## src/rtl/mem_arb_pkg.sv

```systemverilog
// Shared types and defaults for the mem_arbiter block.
// Arbitration mode is selected by MEM_ARB_FIXED_PRIO_EN (see rr_arbiter / mem_arbiter).
package mem_arb_pkg;

  localparam int unsigned ADDR_W_DEFAULT = 4;
  localparam int unsigned DATA_W_DEFAULT = 8;
  localparam int unsigned NUM_REQ_DEFAULT = 2;
  localparam int unsigned NUM_REQ_MAX = 4;

  typedef enum logic [1:0] {
    IDLE,
    ISSUE,
    RDWAIT,
    RESP
  } state_e;

  // Sized for the largest supported requester count so one type serves every build.
  typedef logic [$clog2(NUM_REQ_MAX)-1:0] owner_t;

endpackage

```

## src/rtl/mem_arb_if.sv

```systemverilog
// Requester and memory-side signal bundle for mem_arbiter.
// slave = arbiter side; master = environment side (requesters plus the memory).
interface mem_arb_if #(
  parameter int unsigned NUM_REQ = 2,
  parameter int unsigned ADDR_W  = 4,
  parameter int unsigned DATA_W  = 8
);

  logic [NUM_REQ-1:0]        req_valid;
  logic [NUM_REQ-1:0]        req_ready;
  logic [NUM_REQ-1:0]        req_we;
  logic [NUM_REQ*ADDR_W-1:0] req_addr;
  logic [NUM_REQ*DATA_W-1:0] req_wdata;
  logic [NUM_REQ-1:0]        rsp_valid;
  logic [DATA_W-1:0]         rsp_rdata;
  logic [ADDR_W-1:0]         addr;
  logic                      wr_en;
  logic                      rd_en;
  logic [DATA_W-1:0]         wdata;
  logic [DATA_W-1:0]         rdata;
  logic                      busy;

  modport slave (
    input  req_valid, req_we, req_addr, req_wdata, rdata,
    output req_ready, rsp_valid, rsp_rdata, addr, wr_en, rd_en, wdata, busy
  );

  modport master (
    output req_valid, req_we, req_addr, req_wdata, rdata,
    input  req_ready, rsp_valid, rsp_rdata, addr, wr_en, rd_en, wdata, busy
  );

endinterface

```

## src/rtl/rr_arbiter.sv

```systemverilog
// Combinational one-hot grant. Round-robin from last_grant_i+1 by default;
// MEM_ARB_FIXED_PRIO_EN selects fixed priority (lowest index wins, no pointer input).
module rr_arbiter
  import mem_arb_pkg::*;
#(
  parameter int unsigned NUM_REQ = 2
) (
  input  logic [NUM_REQ-1:0] req_i,
`ifndef MEM_ARB_FIXED_PRIO_EN
  input  owner_t             last_grant_i,
`endif
  output logic [NUM_REQ-1:0] gnt_o
);

  logic found;

`ifdef MEM_ARB_FIXED_PRIO_EN
  always_comb begin
    gnt_o = '0;
    found = 1'b0;
    for (int unsigned i = 0; i < NUM_REQ; i++) begin
      if (!found && req_i[i]) begin
        gnt_o[i] = 1'b1;
        found    = 1'b1;
      end
    end
  end
`else
  // Visit candidates in order last+1, last+2, ... wrapping modulo NUM_REQ.
  always_comb begin
    gnt_o = '0;
    found = 1'b0;
    for (int unsigned k = 0; k < NUM_REQ; k++) begin
      for (int unsigned i = 0; i < NUM_REQ; i++) begin
        if (!found && req_i[i] && ((32'(last_grant_i) + 32'd1 + k) % NUM_REQ) == i) begin
          gnt_o[i] = 1'b1;
          found    = 1'b1;
        end
      end
    end
  end
`endif

endmodule

```

## src/rtl/mem_arbiter.sv

```systemverilog
// Shares a single-port memory among NUM_REQ valid/ready requesters, one operation in flight.
// Define MEM_ARB_FIXED_PRIO_EN for fixed priority; default build is round-robin.
module mem_arbiter
  import mem_arb_pkg::*;
#(
  parameter int unsigned NUM_REQ = NUM_REQ_DEFAULT,
  parameter int unsigned ADDR_W  = ADDR_W_DEFAULT,
  parameter int unsigned DATA_W  = DATA_W_DEFAULT
) (
  input logic       clk,
  input logic       reset,
  mem_arb_if.slave  bus
);

  state_e              state_q, state_d;
  owner_t              owner_q, owner_d;
  logic [ADDR_W-1:0]   addr_q, addr_d;
  logic [DATA_W-1:0]   wdata_q, wdata_d;
  logic                wr_en_q, wr_en_d;
  logic                rd_en_q, rd_en_d;
  logic [NUM_REQ-1:0]  rsp_valid_q, rsp_valid_d;
  logic [DATA_W-1:0]   rsp_rdata_q, rsp_rdata_d;

  logic [NUM_REQ-1:0]  gnt;
  owner_t              gnt_idx;
  logic [ADDR_W-1:0]   gnt_addr;
  logic [DATA_W-1:0]   gnt_wdata;
  logic                gnt_we;
  logic [NUM_REQ-1:0]  owner_oh;

`ifndef MEM_ARB_FIXED_PRIO_EN
  owner_t              last_grant_q, last_grant_d;
`endif

  rr_arbiter #(
    .NUM_REQ (NUM_REQ)
  ) u_rr_arbiter (
    .req_i        (bus.req_valid),
`ifndef MEM_ARB_FIXED_PRIO_EN
    .last_grant_i (last_grant_q),
`endif
    .gnt_o        (gnt)
  );

  // Select the winner's request fields from the flattened buses.
  always_comb begin
    gnt_idx   = '0;
    gnt_addr  = '0;
    gnt_wdata = '0;
    gnt_we    = 1'b0;
    for (int unsigned i = 0; i < NUM_REQ; i++) begin
      if (gnt[i]) begin
        gnt_idx   = owner_t'(i);
        gnt_addr  = bus.req_addr[i*ADDR_W +: ADDR_W];
        gnt_wdata = bus.req_wdata[i*DATA_W +: DATA_W];
        gnt_we    = bus.req_we[i];
      end
    end
  end

  always_comb begin
    owner_oh = '0;
    for (int unsigned i = 0; i < NUM_REQ; i++) begin
      owner_oh[i] = (owner_q == owner_t'(i));
    end
  end

  always_comb begin
    state_d     = state_q;
    owner_d     = owner_q;
    addr_d      = addr_q;
    wdata_d     = wdata_q;
    wr_en_d     = 1'b0;
    rd_en_d     = 1'b0;
    rsp_valid_d = '0;
    rsp_rdata_d = rsp_rdata_q;
`ifndef MEM_ARB_FIXED_PRIO_EN
    last_grant_d = last_grant_q;
`endif
    case (state_q)
      IDLE: begin
        // The memory-side address/data registers double as the request latch.
        if (|gnt) begin
          owner_d = gnt_idx;
          addr_d  = gnt_addr;
          wdata_d = gnt_wdata;
          wr_en_d = gnt_we;
          rd_en_d = !gnt_we;
          state_d = ISSUE;
        end
      end
      ISSUE: begin
        if (wr_en_q) begin
          rsp_valid_d = owner_oh;
          state_d     = RESP;
        end else begin
          state_d = RDWAIT;
        end
      end
      RDWAIT: begin
        rsp_rdata_d = bus.rdata;
        rsp_valid_d = owner_oh;
        state_d     = RESP;
      end
      RESP: begin
`ifndef MEM_ARB_FIXED_PRIO_EN
        last_grant_d = owner_q;
`endif
        state_d = IDLE;
      end
      default: state_d = IDLE;
    endcase
  end

  always_ff @(posedge clk) begin
    if (reset) begin
      state_q     <= IDLE;
      owner_q     <= '0;
      addr_q      <= '0;
      wdata_q     <= '0;
      wr_en_q     <= 1'b0;
      rd_en_q     <= 1'b0;
      rsp_valid_q <= '0;
      rsp_rdata_q <= '0;
    end else begin
      state_q     <= state_d;
      owner_q     <= owner_d;
      addr_q      <= addr_d;
      wdata_q     <= wdata_d;
      wr_en_q     <= wr_en_d;
      rd_en_q     <= rd_en_d;
      rsp_valid_q <= rsp_valid_d;
      rsp_rdata_q <= rsp_rdata_d;
    end
  end

`ifndef MEM_ARB_FIXED_PRIO_EN
  // Reset to the top index so requester 0 is searched first.
  always_ff @(posedge clk) begin
    if (reset) begin
      last_grant_q <= owner_t'(NUM_REQ - 1);
    end else begin
      last_grant_q <= last_grant_d;
    end
  end
`endif

  assign bus.req_ready = (state_q == IDLE) ? gnt : '0;
  assign bus.rsp_valid = rsp_valid_q;
  assign bus.rsp_rdata = rsp_rdata_q;
  assign bus.addr      = addr_q;
  assign bus.wdata     = wdata_q;
  assign bus.wr_en     = wr_en_q;
  assign bus.rd_en     = rd_en_q;
  assign bus.busy      = (state_q != IDLE);

endmodule
```

## src/flat_wrapper.sv

```systemverilog
// flat-port wrapper written by rule: the top's interface ports become plain ports
module mem_arbiter_flat import mem_arb_pkg::*;
#(
  parameter int unsigned NUM_REQ = NUM_REQ_DEFAULT,
  parameter int unsigned ADDR_W  = ADDR_W_DEFAULT,
  parameter int unsigned DATA_W  = DATA_W_DEFAULT
)
  (clk, reset, bus_req_valid, bus_req_we, bus_req_addr, bus_req_wdata, bus_rdata, bus_req_ready, bus_rsp_valid, bus_rsp_rdata, bus_addr, bus_wr_en, bus_rd_en, bus_wdata, bus_busy);
  mem_arb_if #(.NUM_REQ(NUM_REQ), .ADDR_W(ADDR_W), .DATA_W(DATA_W)) bus_i ();
  input logic clk;
  input logic reset;
  input wire logic [$bits(bus_i.req_valid)-1:0] bus_req_valid;
  input wire logic [$bits(bus_i.req_we)-1:0] bus_req_we;
  input wire logic [$bits(bus_i.req_addr)-1:0] bus_req_addr;
  input wire logic [$bits(bus_i.req_wdata)-1:0] bus_req_wdata;
  input wire logic [$bits(bus_i.rdata)-1:0] bus_rdata;
  output wire logic [$bits(bus_i.req_ready)-1:0] bus_req_ready;
  output wire logic [$bits(bus_i.rsp_valid)-1:0] bus_rsp_valid;
  output wire logic [$bits(bus_i.rsp_rdata)-1:0] bus_rsp_rdata;
  output wire logic [$bits(bus_i.addr)-1:0] bus_addr;
  output wire logic [$bits(bus_i.wr_en)-1:0] bus_wr_en;
  output wire logic [$bits(bus_i.rd_en)-1:0] bus_rd_en;
  output wire logic [$bits(bus_i.wdata)-1:0] bus_wdata;
  output wire logic [$bits(bus_i.busy)-1:0] bus_busy;
  assign bus_i.req_valid = bus_req_valid;
  assign bus_i.req_we = bus_req_we;
  assign bus_i.req_addr = bus_req_addr;
  assign bus_i.req_wdata = bus_req_wdata;
  assign bus_i.rdata = bus_rdata;
  assign bus_req_ready = bus_i.req_ready;
  assign bus_rsp_valid = bus_i.rsp_valid;
  assign bus_rsp_rdata = bus_i.rsp_rdata;
  assign bus_addr = bus_i.addr;
  assign bus_wr_en = bus_i.wr_en;
  assign bus_rd_en = bus_i.rd_en;
  assign bus_wdata = bus_i.wdata;
  assign bus_busy = bus_i.busy;
  mem_arbiter #(.NUM_REQ(NUM_REQ), .ADDR_W(ADDR_W), .DATA_W(DATA_W)) u_core (.clk(clk), .reset(reset), .bus(bus_i));
endmodule
```

## config.mk

```make
export PLATFORM = sky130hd
export DESIGN_NAME = mem_arbiter_flat
export DESIGN_NICKNAME = d
export VERILOG_FILES = /design/src/rtl/mem_arb_pkg.sv /design/src/rtl/mem_arb_if.sv /design/src/rtl/rr_arbiter.sv /design/src/rtl/mem_arbiter.sv /design/src/flat_wrapper.sv
export SDC_FILE = /design/constraint.sdc
export NUM_CORES = 1
export LEC_CHECK = 0
export CELL_PAD_IN_SITES_DETAIL_PLACEMENT = 2
export CELL_PAD_IN_SITES_GLOBAL_PLACEMENT = 2
export CORE_UTILIZATION = 23
export DETAILED_ROUTE_END_ITERATION = 8
export PLACE_DENSITY = 0.95
export RECOVER_POWER = 100
export SYNTH_ARGS = -nofsm -noshare
export SYNTH_HDL_FRONTEND = slang
export SYNTH_SLANG_ARGS = --single-unit
```

## constraint.sdc

```tcl
create_clock -name clk -period 3.2 [get_ports clk]
set_input_delay 0.8 -clock clk [delete_from_list [all_inputs] [get_ports clk]]
set_output_delay 0.8 -clock clk [all_outputs]
set_load 0.05 [all_outputs]
```

==> metrics.txt <==
Layout area overhead=64.45%; First DRT Iteration DRCs=41; CP arrival=2.04 ns; combinational share of power=0.578; Least-Margin Pin Slew=1.078 ns; Max Clk Rate=352.2 MHz; Post-synth ARST share=0; Setup crit start kind=flop; worst min-delay path startpoint=u_core.owner_q[0]; Hold Crit Class=reg2reg; sequential power share=0.293; endpoints failing setup=0; LEAKAGE=0.0008143 uW; Avg Inst Size Synth=9.884 um^2; antenna cells=0; clock power share=0.129; dpl hpwl=2784 um; clock-pin slew on the worst setup and hold paths=0.10 ns; CP endpoint kind=output port; CTS Buf Count=3; Synth area leader=dfxtp_1; Fin Hold WS=0.4885 ns; Clock Latency Late Sink=0.27 ns; Critical Path RT=2.40 ns; post-synthesis instance total=120; num rows=25; Top FF cell, synth=dfxtp_1; top post-synthesis cells by area=dfxtp_1 (47%), o221a_2 (11%), mux2i_1 (7.6%); CTS-repair resized insts=0; I/O Buffers=64; reg2reg start=u_core.state_q[1]; Die X=73.82 um; core area=0.004848 mm^2; pwr dens=896.0 mW/mm^2; Starting Density=0.2446; peak per-stage delay on the critical path=0.86 ns; sequential element share of the synthesized area=0.4726; H-tree levels=1; antenna-violating nets left=0; vias in the first global route=1,238; Hold Path Depth=1; class of the most critical setup path=reg2out; Worst R2R Path Depth=5; maximum fanout along the worst path=6; fin crit share=0.8873; CTS Root Cell=clkbuf_8; Vias/cell=4.510; Crit-path slowest cell=dlygate4sd3_1; post-synthesis register bit count=28; Die H=73.82 um; CP most frequent cell=inv_1; Power, Total=1748 uW; Die Area=0.005449 mm^2; top-area cell type share of the netlist area=0.4726; RSZ-0062 raised after global routing=no; syn_nets=163; DR pass1 iterations=4; Sw Ratio=0.4691; status=completed; fin crit period=2.839 ns; Synth warnings=0; Top Ports=65; layout cells sized above 1=0.1196; Worst Hold End=u_core.bus.rsp_valid[0]; Synth Cell Area=0.001186 mm^2; total negative slack=0 ns; CTS tree=built; Hold-fix buffers, CTS=0; DR DRC count=0; CTS sink count=28; initial antenna violation count=0; FF-to-FF End=u_core.bus.addr[1]; number of distinct library cells after synthesis=26; top-count cell post-synth=dfxtp_1; maxcap violations=0; Clock Skew=0.001846 ns; Post-synth EDFFs=0; GPL Wtd Cong=0.6698; final-report hold violation count=0; grt total ovfl=0; fin. max-slew vios=0; Psw=819.9 uW; first-pass GRT wire length=6141 um; vias=1,132; CTS max path bufs=2; WL/cell=14.83 um; # nets final=228; slew margin rel.=0.2763; r2r setup slk=1.31 ns; gr usage total=0.1477; Total Wirelength=3722 um; worst vdd ir=309.5 uV; Setup Buffers After CTS=0; crit-path cells=inv_1, ha_1, inv_1, dlygate4sd3_1; Int Pwr=927.8 uW; largest net degree at the start of global routing=24; Synth top cells by count=dfxtp_1 (28), inv_1 (18), a21oi_1 (14), o221a_2 (12)
## state kept, by name, indices dropped and copies added, names as in the netlist
register,flops
u_core.bus.rsp_rdata,8
u_core.bus.wdata,8
u_core.bus.addr,4
u_core.bus.rsp_valid,2
u_core.state_q,2
u_core.bus.rd_en,1
u_core.bus.wr_en,1
u_core.last_grant_q,1
u_core.owner_q,1
## stage by stage
| step | std cells | utilization | setup slack [ns] | cell area [um^2] |
|---|---|---|---|---|
| after CTS | 251 | 0.4075 | 0.4143 | 1976 |
| final | 251 | 0.4023 | 0.3608 | 1951 |
| after floorplan | 120 | - | 0.8913 | 1186 |
| after detailed placement | 247 | 0.3961 | 0.5371 | 1921 |
| after global placement | 247 | 0.3961 | 0.5847 | 1921 |
| after global routing | 251 | 0.4023 | 0.2858 | 1951 |
## critical path, delay by kind of cell (launching register included)
kind	cells	cell delay, ns
adders and majority gates	1	0.27
buffers and inverters	3	1.05
DFF	1	0.44
## power groups by stage
stage / Sequential [uW] / Combinational (uW) / Clock (uW)
2_1_floorplan: 804 / 412 / 0
3_3_place_gp: 514 / 1050 / 0
3_5_place_dp: 522 / 1070 / 0
4_1_cts: 517 / 1080 / 238
5_1_grt: 523 / 1080 / 249
6_report: 512 / 1010 / 225
## how the worst max path moves through the flow
| stage | from | to | slack [ns] |
|---|---|---|---|
| after floorplan | bus_req_valid[1] | bus_req_ready[0] | 0.89 |
| after global placement | bus_req_valid[0] | u_core.bus.addr[1] | 0.58 |
| after detailed placement | bus_req_valid[0] | u_core.bus.wdata[2] | 0.54 |
| after CTS | u_core.state_q[1] | bus_busy | 0.41 |
| after global routing | bus_req_valid[0] | bus_req_ready[1] | 0.29 |
| final | u_core.state_q[1] | bus_busy | 0.36 |
## cell usage in the layout, fill, tap and decap left out, drive strengths merged, types with 2 or more instances in the layout
cell,Yosys,layout
nor2,9,9
o21ai,2,2
clkbuf,1,6
buf,6,3
nor4b,2,2
inv,18,18
ha,5,5
clkdlybuf4s50,0,34
a21oi,14,14
nand3,2,2
mux2i,9,9
dlygate4sd3,0,28
dfxtp,28,28
o221a,12,12
## kinds of logic after synthesis
logic type | Yosys count | synth area share
multiplexers | 9 | 0.07595
AO/OA/AOI/OAI | 33 | 0.2236
flip-flops | 28 | 0.4726
adder cells (fa/ha/maj) | 5 | 0.05274
AND/OR/NAND/NOR | 20 | 0.09072
buffers and inverters | 25 | 0.08437
## layout make-up
class,instances,area [um^2]
Inverter,18,67.56
Multi-Input combinational cell,67,519.2
Sequential cell,28,560.5
Fill cell,541,2898
Clock buffer,4,55.05
Tap cell,67,83.83
Timing Repair Buffer,67,664.4
## metal layers
metal,up-vias,share of wire,track usage
met4,0,0.0091,0.03846
li1,548,-,-
met2,33,0.51,0.2559
met1,549,0.43,0.1823
met3,2,0.051,0.03567
met5,-,0,0
Note: power is estimated with default switching activity, not from simulation.
